File: src/rtl/rate_detector_if.sv
// Bundle of the per-channel strobe input and the rate/reset/lock outputs of rate_detector.
// The detector itself connects through the slave modport.
`timescale 1ns/1ps
interface rate_detector_if #(
  parameter int NUM_CH   = 8,
  parameter int NUM_RATE = 5
);
  logic [NUM_CH-1:0]          ack_i;
  logic [NUM_RATE*NUM_CH-1:0] rate_o;
  logic [NUM_CH-1:0]          rst_ch_o;
  logic [NUM_CH-1:0]          lock_o;

  modport master (output ack_i, input rate_o, rst_ch_o, lock_o);
  modport slave  (input ack_i, output rate_o, rst_ch_o, lock_o);
endinterface

File: src/rtl/rate_detector.sv
// Per-channel sample-rate classifier: counts strobes over a shared clock window, debounces
// the class over STABLE windows and drives one-hot rate, lock and pipeline reset per channel.
`timescale 1ns/1ps
module rate_detector #(
  parameter int NUM_CH      = 8,
  parameter int NUM_RATE    = 5,
  parameter int WINDOW_LOG2 = 16,
  parameter int CNT_W       = 9,
  parameter int TH_MIN      = 16,
  parameter int TH_32_441   = 50,
  parameter int TH_441_48   = 61,
  parameter int TH_48_96    = 96,
  parameter int TH_96_192   = 192,
  parameter int TH_MAX      = 320,
  parameter int STABLE      = 2
) (
  input logic           clk,
  input logic           rst,
  rate_detector_if.slave bus
);

  localparam int AGR_W = (STABLE < 2) ? 1 : $clog2(STABLE + 1);
  localparam logic [CNT_W-1:0] CNT_MAX = '1;

  typedef enum logic [2:0] {
    CLS_32K  = 3'd0,
    CLS_441K = 3'd1,
    CLS_48K  = 3'd2,
    CLS_96K  = 3'd3,
    CLS_192K = 3'd4,
    CLS_NONE = 3'd5
  } cls_e;

  function automatic cls_e classify(input logic [CNT_W-1:0] c);
    int n;
    n = int'(c);
    if (n < TH_MIN)         return CLS_NONE;
    else if (n < TH_32_441) return CLS_32K;
    else if (n < TH_441_48) return CLS_441K;
    else if (n < TH_48_96)  return CLS_48K;
    else if (n < TH_96_192) return CLS_96K;
    else if (n <= TH_MAX)   return CLS_192K;
    else                    return CLS_NONE;
  endfunction

  logic [WINDOW_LOG2-1:0] win;
  logic                   wend;

  logic [CNT_W-1:0] cnt       [NUM_CH];
  cls_e             committed [NUM_CH];
  cls_e             cand      [NUM_CH];
  logic [AGR_W-1:0] agree     [NUM_CH];

  logic [CNT_W:0]   sum           [NUM_CH];
  logic [CNT_W-1:0] closing       [NUM_CH];
  cls_e             cls           [NUM_CH];
  cls_e             committed_nxt [NUM_CH];
  cls_e             cand_nxt      [NUM_CH];
  logic [AGR_W-1:0] agree_nxt     [NUM_CH];
  logic [NUM_CH-1:0] commit;

  logic [NUM_RATE*NUM_CH-1:0] rate_nxt, rate_q;
  logic [NUM_CH-1:0]          lock_nxt, lock_q;
  logic [NUM_CH-1:0]          rst_ch_nxt, rst_ch_q;

  assign wend = &win;

  always_comb begin
    // NOTE: every variable written here gets a default first, so no latch is inferred.
    rate_nxt   = '0;
    lock_nxt   = '0;
    rst_ch_nxt = '0;
    commit     = '0;
    for (int ch = 0; ch < NUM_CH; ch++) begin
      sum[ch]     = {1'b0, cnt[ch]} + {{CNT_W{1'b0}}, bus.ack_i[ch]};
      closing[ch] = sum[ch][CNT_W] ? CNT_MAX : sum[ch][CNT_W-1:0];
      cls[ch]     = classify(closing[ch]);

      committed_nxt[ch] = committed[ch];
      cand_nxt[ch]      = cand[ch];
      agree_nxt[ch]     = agree[ch];

      if (wend) begin
        if (cls[ch] == committed[ch]) begin
          agree_nxt[ch] = '0;
        end else if (cls[ch] == cand[ch] && agree[ch] != '0) begin
          agree_nxt[ch] = agree[ch] + AGR_W'(1);
          if (int'(agree[ch]) + 1 == STABLE) commit[ch] = 1'b1;
        end else begin
          cand_nxt[ch]  = cls[ch];
          agree_nxt[ch] = AGR_W'(1);
          if (STABLE == 1) commit[ch] = 1'b1;
        end
      end

      if (commit[ch]) begin
        committed_nxt[ch] = cls[ch];
        agree_nxt[ch]     = '0;
      end

      // The commit pulse rides on rst_ch for exactly the cycle after the window end.
      if (committed_nxt[ch] != CLS_NONE)
        rate_nxt[NUM_RATE*ch +: NUM_RATE] = NUM_RATE'(1) << committed_nxt[ch];
      lock_nxt[ch]   = (committed_nxt[ch] != CLS_NONE);
      rst_ch_nxt[ch] = (committed_nxt[ch] == CLS_NONE) | commit[ch];
    end
  end

  always_ff @(posedge clk) begin
    if (rst) begin
      win      <= '0;
      rate_q   <= '0;
      lock_q   <= '0;
      rst_ch_q <= '1;
      // NOTE: per-channel state lives in flops, not a RAM, so every entry is reset explicitly.
      for (int ch = 0; ch < NUM_CH; ch++) begin
        cnt[ch]       <= '0;
        committed[ch] <= CLS_NONE;
        cand[ch]      <= CLS_NONE;
        agree[ch]     <= '0;
      end
    end else begin
      // NOTE: non-blocking assignments make every register update from pre-edge values.
      win      <= win + WINDOW_LOG2'(1);
      rate_q   <= rate_nxt;
      lock_q   <= lock_nxt;
      rst_ch_q <= rst_ch_nxt;
      for (int ch = 0; ch < NUM_CH; ch++) begin
        cnt[ch]       <= wend ? '0 : closing[ch];
        committed[ch] <= committed_nxt[ch];
        cand[ch]      <= cand_nxt[ch];
        agree[ch]     <= agree_nxt[ch];
      end
    end
  end

  assign bus.rate_o   = rate_q;
  assign bus.lock_o   = lock_q;
  assign bus.rst_ch_o = rst_ch_q;

endmodule
File: src/flat_wrapper.sv
// flat-port wrapper written by rule: the top's interface ports become plain ports
module rate_detector_flat 
#(
  parameter int NUM_CH      = 8,
  parameter int NUM_RATE    = 5,
  parameter int WINDOW_LOG2 = 16,
  parameter int CNT_W       = 9,
  parameter int TH_MIN      = 16,
  parameter int TH_32_441   = 50,
  parameter int TH_441_48   = 61,
  parameter int TH_48_96    = 96,
  parameter int TH_96_192   = 192,
  parameter int TH_MAX      = 320,
  parameter int STABLE      = 2
)
  (clk, rst, bus_ack_i, bus_rate_o, bus_rst_ch_o, bus_lock_o);
  rate_detector_if #(.NUM_CH(NUM_CH), .NUM_RATE(NUM_RATE)) bus_i ();
  input logic clk;
  input logic rst;
  input wire logic [$bits(bus_i.ack_i)-1:0] bus_ack_i;
  output wire logic [$bits(bus_i.rate_o)-1:0] bus_rate_o;
  output wire logic [$bits(bus_i.rst_ch_o)-1:0] bus_rst_ch_o;
  output wire logic [$bits(bus_i.lock_o)-1:0] bus_lock_o;
  assign bus_i.ack_i = bus_ack_i;
  assign bus_rate_o = bus_i.rate_o;
  assign bus_rst_ch_o = bus_i.rst_ch_o;
  assign bus_lock_o = bus_i.lock_o;
  rate_detector #(.NUM_CH(NUM_CH), .NUM_RATE(NUM_RATE), .WINDOW_LOG2(WINDOW_LOG2), .CNT_W(CNT_W), .TH_MIN(TH_MIN), .TH_32_441(TH_32_441), .TH_441_48(TH_441_48), .TH_48_96(TH_48_96), .TH_96_192(TH_96_192), .TH_MAX(TH_MAX), .STABLE(STABLE)) u_core (.clk(clk), .rst(rst), .bus(bus_i));
endmodule
File: config.mk
export PLATFORM = sky130hd
export DESIGN_NAME = rate_detector_flat
export DESIGN_NICKNAME = d
export VERILOG_FILES = /design/src/rtl/rate_detector_if.sv /design/src/rtl/rate_detector.sv /design/src/flat_wrapper.sv
export SDC_FILE = /design/constraint.sdc
export NUM_CORES = 1
export LEC_CHECK = 0
export BUFFER_PORTS_ARGS = -buffer_cell sky130_fd_sc_hd__buf_2
export CORE_ASPECT_RATIO = 1.25
export CORE_UTILIZATION = 55
export DETAILED_ROUTE_END_ITERATION = 10
export GPL_TIMING_DRIVEN = 0
export PLACE_DENSITY_LB_ADDON = 0.08
export SLEW_MARGIN = 5
export SYNTH_ARGS = -nofsm -noshare
export SYNTH_HDL_FRONTEND = slang
export SYNTH_SLANG_ARGS = --single-unit
File: constraint.sdc
create_clock -name clk -period 3.78 [get_ports clk]
set_input_delay 0.756 -clock clk [delete_from_list [all_inputs] [get_ports clk]]
set_output_delay 0.756 -clock clk [all_outputs]
set_load 0.01 [all_outputs]
## Yosys cells after proc, flatten, opt, wreduce, memory -nomap -nowiden

Memories as Yosys holds them, arrays and structs flattened.
Index checks and enable logic that the tools add are counted.

| storage, ports and cells | value |
|---|---|
| register bits after elaboration | 72 |
| word-level logic and storage cells | 404 |
| memories kept | 4 |
| output and inout port bits | 56 |
| memory bits (writable) | 136 |

| cells by class | value |
|---|---|
| eq/ne operators | 40 |
| reductions and logical operators | 25 |
| shift-type cells | 8 |
| order comparisons | 48 |
| muxes and demuxes | 195 |
| bitwise logic cells | 48 |
| $add $sub $neg | 25 |

Memory list:

| name | depth | width | read ports | clocked after Yosys merged registers in | wr ports | line | text |
|---|---|---|---|---|---|---|---|
| u_core.cnt | 8 | 9 | 8 | 0 | 8 | rate_detector.sv:49 | `logic [CNT_W-1:0] cnt [NUM_CH];` |
| u_core.cand | 8 | 3 | 8 | 0 | 8 | rate_detector.sv:51 | `cls_e cand [NUM_CH];` |
| u_core.committed | 8 | 3 | 8 | 0 | 8 | rate_detector.sv:50 | `cls_e committed [NUM_CH];` |
| u_core.agree | 8 | 2 | 8 | 0 | 8 | rate_detector.sv:52 | `logic [AGR_W-1:0] agree [NUM_CH];` |

Operators by type and width:

| operator | count |
|---|---|
| $mux 3 | 88 |
| $eq 32x3->1 const B | 8 |
| $mux 9 | 24 |
| $lt 9x6->1 const B | 16 |
| $add 9x1->10 | 8 |
| $mux 2 | 40 |
| $le 9x9->1 const B | 8 |
| $lt 9x5->1 const B | 8 |
| $lt 9x7->1 const B | 8 |
| $lt 9x8->1 const B | 8 |
| $eq 3x3->1 | 16 |
| $mux 1 | 43 |
| $or 1x1->1 | 40 |
| $shl 1x3->5 const A | 8 |
| $add 2x1->3 const B | 8 |
| $eq 3x3->1 const B | 8 |
| $ne 3x3->1 const B | 8 |
| $add 16x1->16 const B | 1 |
| $add 2x1->2 const B | 8 |
| $reduce_and 16->1 | 1 |
| $reduce_bool 2->1 | 8 |
| $reduce_or 2->1 | 8 |
| $logic_and 1x1->1 | 8 |
| $not 1->1 | 8 |

## Logic depth before layout (Yosys ltp)

Gate-level depths: netlist (run 1).
An unclocked memory read counts as a cell.

| depth | value |
|---|---|
| depth after elaboration | 19 |
| gate-level depth with buffers | 15 |
| gate-level depth less buffers | 12 |

## Worst setup path after synthesis (run 1)

No wires, ideal clock.

| timing | value |
|---|---|
| path kind | input -> register |
| from | in bus_ack_i[5] |
| to | reg u_core.rate_q[26] (netlist: u_core.bus.rate_o[26]) |
| buffers on the path | 2 |
| arrival time | 3.760 ns |
| stages on the path | 13 |
| setup slack | -0.067 ns |
| cells stage by stage | ha_1 ha_1 nand3_1 nor3_1 mux2_2 a211o_1 clkbuf_1 o31ai_1 nand4b_1 a211oi_2 buf_2 nand4b_1 o31ai_1 |

| between the ends | value |
|---|---|
| word-level cells in the longest chain between the ends | 18 |

Ends and longest elaborated chain:

| what | line | text |
|---|---|---|
| start: declaration | flat_wrapper.sv:20 | `input wire logic [$bits(bus_i.ack_i)-1:0] bus_ack_i;` |
| $add 9x1->10 (*) | rate_detector.sv:75 | `sum[ch] = {1'b0, cnt[ch]} + {{CNT_W{1'b0}}, bus.ack_i[ch]};` |
| $mux 9 (*) | rate_detector.sv:76 | `closing[ch] = sum[ch][CNT_W] ? CNT_MAX : sum[ch][CNT_W-1:0];` |
| $le 9x9->1 | rate_detector.sv:42 | `else if (n <= TH_MAX) return CLS_192K;` |
| $mux 1 | rate_detector.sv:42 |  |
| $mux 3 | rate_detector.sv:41 | `else if (n < TH_96_192) return CLS_96K;` |
| $mux 3 | rate_detector.sv:40 | `else if (n < TH_48_96) return CLS_48K;` |
| $mux 3 | rate_detector.sv:39 | `else if (n < TH_441_48) return CLS_441K;` |
| $mux 3 | rate_detector.sv:38 | `else if (n < TH_32_441) return CLS_32K;` |
| (+2 left out) | - |  |
| $logic_and 1x1->1 | rate_detector.sv:86 | `end else if (cls[ch] == cand[ch] && agree[ch] != '0) begin` |
| $mux 1 | rate_detector.sv:86 |  |
| $mux 1 | rate_detector.sv:84 | `if (cls[ch] == committed[ch]) begin` |
| $mux 1 | rate_detector.sv:83 | `if (wend) begin` |
| $mux 3 (*) | rate_detector.sv:96 | `if (commit[ch]) begin` |
| $ne 3x3->1 | rate_detector.sv:102 | `if (committed_nxt[ch] != CLS_NONE)` |
| $not 1->1 (no line) | - |  |
| $reduce_or 2->1 (no line) | - |  |
| end signal: assignment | rate_detector.sv:125 | `rate_q <= rate_nxt;` |
| end: declaration | rate_detector.sv:62 | `logic [NUM_RATE*NUM_CH-1:0] rate_nxt, rate_q;` |

Mark *: on every way between the ends. The rest lies on a longest branch, timed or not.
A chain may end at the register's enable or synchronous reset.

## Final worst setup path (run 1)

| timing | value |
|---|---|
| from | in bus_ack_i[5] |
| to | reg u_core.rate_q[28] (netlist: u_core.bus.rate_o[28]) |

The elaborated chain is that of the path after synthesis.

==> results.yml, run 1 <==
clock_network:
  cts_root_buf: "clkbuf_16"
  clock_sinks: 208
  cts.clk_slew.worst_paths_ns: 0.06
  cts_buffers: 24
  insertion_delay_ns: 0.53
  h-tree-depth: 1
  cts_tree: "yes"
  clockBufferDepth: 3
drt:
  routed_wl_um: 33500
  drc: 0
  wl_per_cell_um: 17.3
  ant_nets: 0
  vias: 11900
  first_pass_iters: 5
  drt_first_iter_violations: 576
  vias_per_cell: 6.13
floorplanning:
  core_area_um2: 22200
  io_pins: 66
  start_util: 0.560
  die-area_um2: 23200
  die_h_um: 170
  num_rows: 61
  die_w_um: 137
finish:
  fin_util: 0.645
  final_nets: 1685
  area_growth_syn_to_layout_pct: 15.2
  final_cell_count_no_fill: 1941
  antenna_cells: 0
  drive_gt1_frac: 0.162
  nFillCells: 1995
synthesis:
  syn_inst: 1543
  synth-seq-cells: 208
  synth_nets: 1586
  syn_area_um2: 12400
  synth_edf_count: 0
  synth_ff_type: "dfxtp_1"
  ys_seq_area_frac: 0.335
  synth-async-reset-ratio: 0
  synth_cell_types: 105
  avgSynthCellArea_um2: 8.07
  synth_warnings: 0
global_routing:
  grt_pass1_wl_um: 52600
  grt_pass1_vias: 10800
  grt_max_degree: 14
  grt.overflow.total: 0
  grt_usage: 0.281
  antenna_found_initial: 0
critical_path:
  worst_setup_path_start_kind: "primary input"
  r2r_end: "u_core.bus.rate_o[28]$_SDFF_PP0_"
  end_kind: "flip-flop"
  r2r_start: "u_core.cnt[1][9]$_SDFF_PP0_"
  crit_fanout: 10
  r2r_setup_slack_ns: 0.18
  setup.worst_path.class: "in -> reg"
  worstPathRequired_ns: 4.17
  r2r_cells: 14
  critPathArrivalTime_ns: 4.05
place:
  post-place-cells: 1891
  dp_slack_ns: -0.728
  hpwl_um: 23700
  routabilityCongestion: 0.924
  port_buffers: 65
timing:
  period_needed_ns: 3.66
  timing_hold_violations_final: 0
  timing.setup.tns_ns: 0
  period_share: 0.968
  finalClockSkew_ns: 0.0238
  timing.fmax_mhz: 273
  finalWorstSetupSlack_ns: 0.120
  setup_viol: 0
  slew_headroom: 0.330
  worst_pin_slew_ns: 1.01
  drv_slew: 0
run:
  drv_cap: 0
power_and_ir_drop:
  p_total_w: 0.00490
  leakage_nw: 5.50
  ir_drop_mv: 0.358
  cellPowerDensity_nw_per_um2: 342
hold_path:
  min_from: "u_core.win[0]$_SDFF_PP0_"
  worstHoldEndpoint: "u_core.win[0]$_SDFF_PP0_"
  min_path_cells: 1
  hp-class: "reg -> reg"
outcome:
  outcome: "complete, no violations"
[worst max-delay path, stage by stage]
cell      delay (ns)
buf_2           0.10
ha_1            0.26
ha_2            0.25
and3_1          0.19
clkbuf_1        0.14
or3_1           0.32
nand3_1         0.19
a41oi_1         0.15
o31ai_2         0.24
buf_4           0.16
mux2_2          0.38
a211oi_4        0.34
buf_2           0.27
nand4_1         0.11
o21ai_0         0.18
[Yosys cell counts (15+ instances only)]
cell | count | area [um2]
nor3_1 | 51 | 255
xnor2_1 | 27 | 236
a31oi_1 | 19 | 119
nand3b_1 | 24 | 180
mux2i_1 | 65 | 651
nor4_1 | 22 | 138
and3_1 | 32 | 200
nand3_1 | 71 | 355
buf_2 | 30 | 150
nand4_1 | 28 | 175
ha_1 | 33 | 413
nand2b_1 | 17 | 106
or3_1 | 20 | 125
nor2_1 | 184 | 691
o21ai_0 | 56 | 280
mux2_2 | 16 | 180
dfxtp_1 | 208 | 4160
a21oi_1 | 75 | 375
and2_1 | 17 | 106
a211oi_1 | 16 | 120
nand2_1 | 130 | 488
inv_1 | 52 | 195
xor2_1 | 20 | 175
nor2b_1 | 15 | 93.8
clkbuf_1 | 50 | 188
[kinds of logic after synthesis]
family                     Yosys count  synth area share
DFF                                208             0.335
xor gates and xnor gates            48            0.0344
AOI/OAI and AO/OA                  336             0.190
buffers and inverters              148            0.0509
and+or+nand+nor                    688             0.289
muxes                               82            0.0686
adders and majority gates           33            0.0332
[through the flow]
step / area (um2) / hold slack (ns)
after global placement: 13100 / 0.415
after floorplan: 12500 / 0.398
after detailed placement: 13200 / 0.419
after global routing: 14300 / 0.454
final: 14300 / 0.438
after CTS: 14100 / 0.434
[layer usage]
layer	GRT usage	vias up	part of all wire
met1	0.332	5625	0.42
li1	-	5856	-
met5	0	-	0
met4	0.145	0	0.048
met2	0.494	314	0.49
met3	0.0337	101	0.045
[final cells by class]
cell class              instances  area (um2)  share of cell area
plain buffers                  93         442              0.0308
clock buffers                  29         651              0.0454
clock inverters                13         173              0.0120
inverters                      53         199              0.0139
multi-input cells            1187        7950               0.555
flip-flops and latches        208        4160               0.291
well taps                     283         354              0.0247
repair buffers                 75         400              0.0279
[flip-flops by register name, indices dropped and copies added (netlist names)]
signal               cells
u_core.agree            16
u_core.bus.lock_o        8
u_core.bus.rate_o       40
u_core.bus.rst_ch_o      8
u_core.cand             24
u_core.cnt              72
u_core.committed        24
u_core.win              16
[worst max-delay path by stage]
stage / start / to / slack (ns) / depth (start not counted)
2_1_floorplan: bus_ack_i[5] / u_core.bus.rate_o[26]$_SDFF_PP0_ / -0.004 / 13
3_3_place_gp: bus_ack_i[5] / u_core.bus.rate_o[28]$_SDFF_PP0_ / -0.69 / 14
3_5_place_dp: bus_ack_i[5] / u_core.bus.rate_o[28]$_SDFF_PP0_ / -0.73 / 14
4_1_cts: bus_ack_i[4] / u_core.bus.rate_o[24]$_SDFF_PP0_ / 0.002 / 14
5_1_grt: u_core.cnt[1][27]$_SDFF_PP0_ / u_core.bus.lock_o[7]$_SDFF_PP0_ / -0.02 / 14
6_report: bus_ack_i[5] / u_core.bus.rate_o[28]$_SDFF_PP0_ / 0.12 / 15
[repair_timing]
item,CTS,global route
setup buffers,2,8
setup endpoints to repair,27,70
pin swaps,2,8
resized for setup,14,59
endpoints found under the hold margin,0,0
hold buffers,0,0
[power breakdown]
| part | leakage [nW] | internal [W] | total, W | switching, W |
|---|---|---|---|---|
| logic | 3.42 | 0.0000760 | 0.000233 | 0.000157 |
| registers | 1.68 | 0.00221 | 0.00223 | 0.0000175 |
| clock network | 0.399 | 0.00149 | 0.00243 | 0.000940 |
| total | 5.50 | 0.00378 | 0.00490 | 0.00111 |
[layout by cell type, fill, tap and decap left out, drive strengths merged, types with 53 or more instances in the layout]
cell type  synthesis  final
mux2i             65     65
nor2             184    184
nand2            131    131
dfxtp            208    208
buf               43    117
nor3              53     53
o21ai             59     59
clkbuf            52     80
nand3             72     72
a21oi             76     76
No activity file was read; power rests on OpenSTA's default activity.
==> run 2: changes to the inputs <==
- ABC_AREA: default -> 1
==> run 2 against run 1 <==
- sequential share of layout area grew 3.5 points
- wire length shrank 26%
- clock-buffer cell count grew 1
- global-route usage shrank 4.0 points
- non-clock buffer count shrank 84
==> results.yml, run 2 <==
synthesis:
  ys_seq_area_frac: 0.365
  synth-async-reset-ratio: 0
  syn_area_um2: 11400
  synth_area_leader_cell: "dfxtp_1"
  yosys-top-cells-area: "dfxtp_1 (36%), nand2_1 (13%), inv_1 (6.2%)"
  synth_top_cell_area_share: 0.365
  synth_warnings: 0
  syn_inst: 1598
  synth_edf_count: 0
  avgSynthCellArea_um2: 7.15
  synth_ff_type: "dfxtp_1"
  synth_nets: 1641
  synth-seq-cells: 208
  synth_commonest_cells: "nand2_1 (392), dfxtp_1 (208), inv_1 (188)"
  synth_cell_types: 50
  yosysMostFrequentCell: "nand2_1"
global_routing:
  grt.overflow.total: 0
  grt_usage: 0.241
  grt_max_degree: 14
  grt_pass1_vias: 9282
  antenna_found_initial: 0
  grt_pass1_wl_um: 41700
drt:
  drt_first_iter_violations: 444
  drc: 0
  first_pass_iters: 5
  wl_per_cell_um: 12.6
  vias: 9868
  ant_nets: 0
  routed_wl_um: 24900
  vias_per_cell: 5.01
clock_network:
  clock_sinks: 208
  postCtsSetupBuffers: 0
  clockBufferDepth: 3
  h-tree-depth: 1
  cts_tree: "yes"
  cts_buffers: 22
  ctsHoldBuffers: 0
  cts.clk_slew.worst_paths_ns: 0.06
  ctsResizeCount: 0
  insertion_delay_ns: 0.51
  cts_root_buf: "clkbuf_16"
critical_path:
  cp_slowest_stage_delay_ns: 0.54
  crit_fanout: 10
  critical-path-slowest-cell: "clkbuf_1"
  r2r_cells: 14
  worst_setup_path_start_kind: "flip-flop"
  worstPathRequired_ns: 4.16
  crit_chain: "ha_1 -> nand2_1 -> nor2_1 -> inv_2 -> nor3_2 -> inv_2 -> nor3_4 -> nand3_1 -> inv_1 -> nor2_1 -> inv_1 -> clkbuf_1 -> clkbuf_1 -> nor2_1"
  cpMostUsedCell: "nor2_1"
  critPathArrivalTime_ns: 3.85
  end_kind: "flip-flop"
  setup.worst_path.class: "reg -> reg"
timing:
  setup_viol: 0
  timing.fmax_mhz: 289
  period_needed_ns: 3.46
  timing_hold_violations_final: 0
  finalWorstSetupSlack_ns: 0.316
  drv_slew: 0
  worst_pin_slew_ns: 0.939
  period_share: 0.916
  slew_headroom: 0.372
  grt_setup_unrepaired: "no"
  finalClockSkew_ns: 0.0160
  timing.setup.tns_ns: 0
finish:
  multi_input_area_um2: 6280
  final_cell_count_no_fill: 1971
  largest-register: "u_core.cnt"
  final_nets: 1729
  nFillCells: 1863
  area_growth_syn_to_layout_pct: 11.9
  antenna_cells: 0
  drive_gt1_frac: 0.197
  largest_reg_flops: 72
  final_common_cell: "nand2_1"
  register_area_um2: 4160
  final_cell_mix: "nand2_1 (392), dfxtp_1 (208), inv_1 (188)"
  fin_util: 0.631
floorplanning:
  die-area_um2: 21300
  core_area_um2: 20200
  start_util: 0.564
  die_h_um: 163
  die_w_um: 131
  num_rows: 58
  io_pins: 66
place:
  hpwl_um: 18400
  port_buffers: 64
  post-place-cells: 1932
  routabilityCongestion: 0.820
  dp_slack_ns: 0.116
run:
  drv_cap: 0
hold_path:
  hp-class: "reg -> reg"
  min_path_cells: 1
power_and_ir_drop:
  ir_drop_mv: 0.373
  p_total_w: 0.00454
  leakage_nw: 6.10
  cellPowerDensity_nw_per_um2: 355
outcome:
  outcome: "complete, no violations"
==> run 2: worst paths after layout <==
path / endpoint / slack [ns] / startpoint
max: u_core.cnt[0][16]$_SDFF_PP0_ / 0.32 / u_core.win[0]$_SDFF_PP0_
min: u_core.win[0]$_SDFF_PP0_ / 0.44 / u_core.win[0]$_SDFF_PP0_
max reg2reg: u_core.cnt[0][16]$_SDFF_PP0_ / 0.32 / u_core.win[0]$_SDFF_PP0_
min reg2reg: u_core.win[0]$_SDFF_PP0_ / 0.44 / u_core.win[0]$_SDFF_PP0_
==> run 2: logic make-up (layout without fill, tap and decap cells) <==
logic type / count (synthesis) / count (layout) / share of synthesized area
flip-flops: 208 / 208 / 0.365
adder cells (fa/ha/maj): 33 / 33 / 0.0362
AO/OA/AOI/OAI: 144 / 144 / 0.0749
AND/OR/NAND/NOR: 926 / 926 / 0.411
XOR/XNOR: 37 / 37 / 0.0284
buffers and inverters: 250 / 353 / 0.0854
==> run 2: cell type report <==
class,count,area share
clock buffers,30,0.0485
inverters,230,0.0686
flip-flops and latches,208,0.326
well taps,270,0.0264
clock inverters,9,0.00656
multi-input cells,1140,0.491
plain buffers,20,0.00773
repair buffers,64,0.0251
==> run 2: layer usage <==
layer,track usage,up-vias,share of wire
li1,-,5235,-
met1,0.292,4478,0.45
met2,0.441,125,0.50
met3,0.0311,30,0.034
met4,0.0653,0,0.018
met5,0,-,0
==> run 2: power breakdown <==
part | leakage (nW) | internal (W) | switching [W]
Sequential | 1.68 | 0.00222 | 0.0000163
Clock | 0.349 | 0.00122 | 0.000886
Combinational | 4.07 | 0.0000622 | 0.000134
Total | 6.10 | 0.00350 | 0.00104
==> run 2: stage by stage <==
| step | hold WS, ns | instance area [um2] |
|---|---|---|
| after floorplan | 0.402 | 11400 |
| after global routing | 0.475 | 12800 |
| after CTS | 0.442 | 12800 |
| after global placement | 0.419 | 12100 |
| after detailed placement | 0.428 | 12100 |
| final | 0.437 | 12800 |
==> run 2: critical path, delay by kind of cell, from the launching register on <==
kind / cells / cell delay (ns)
buffers and inverters: 6 / 1.60
and+or+nand+nor: 7 / 1.20
DFF: 1 / 0.35
adders and majority gates: 1 / 0.17
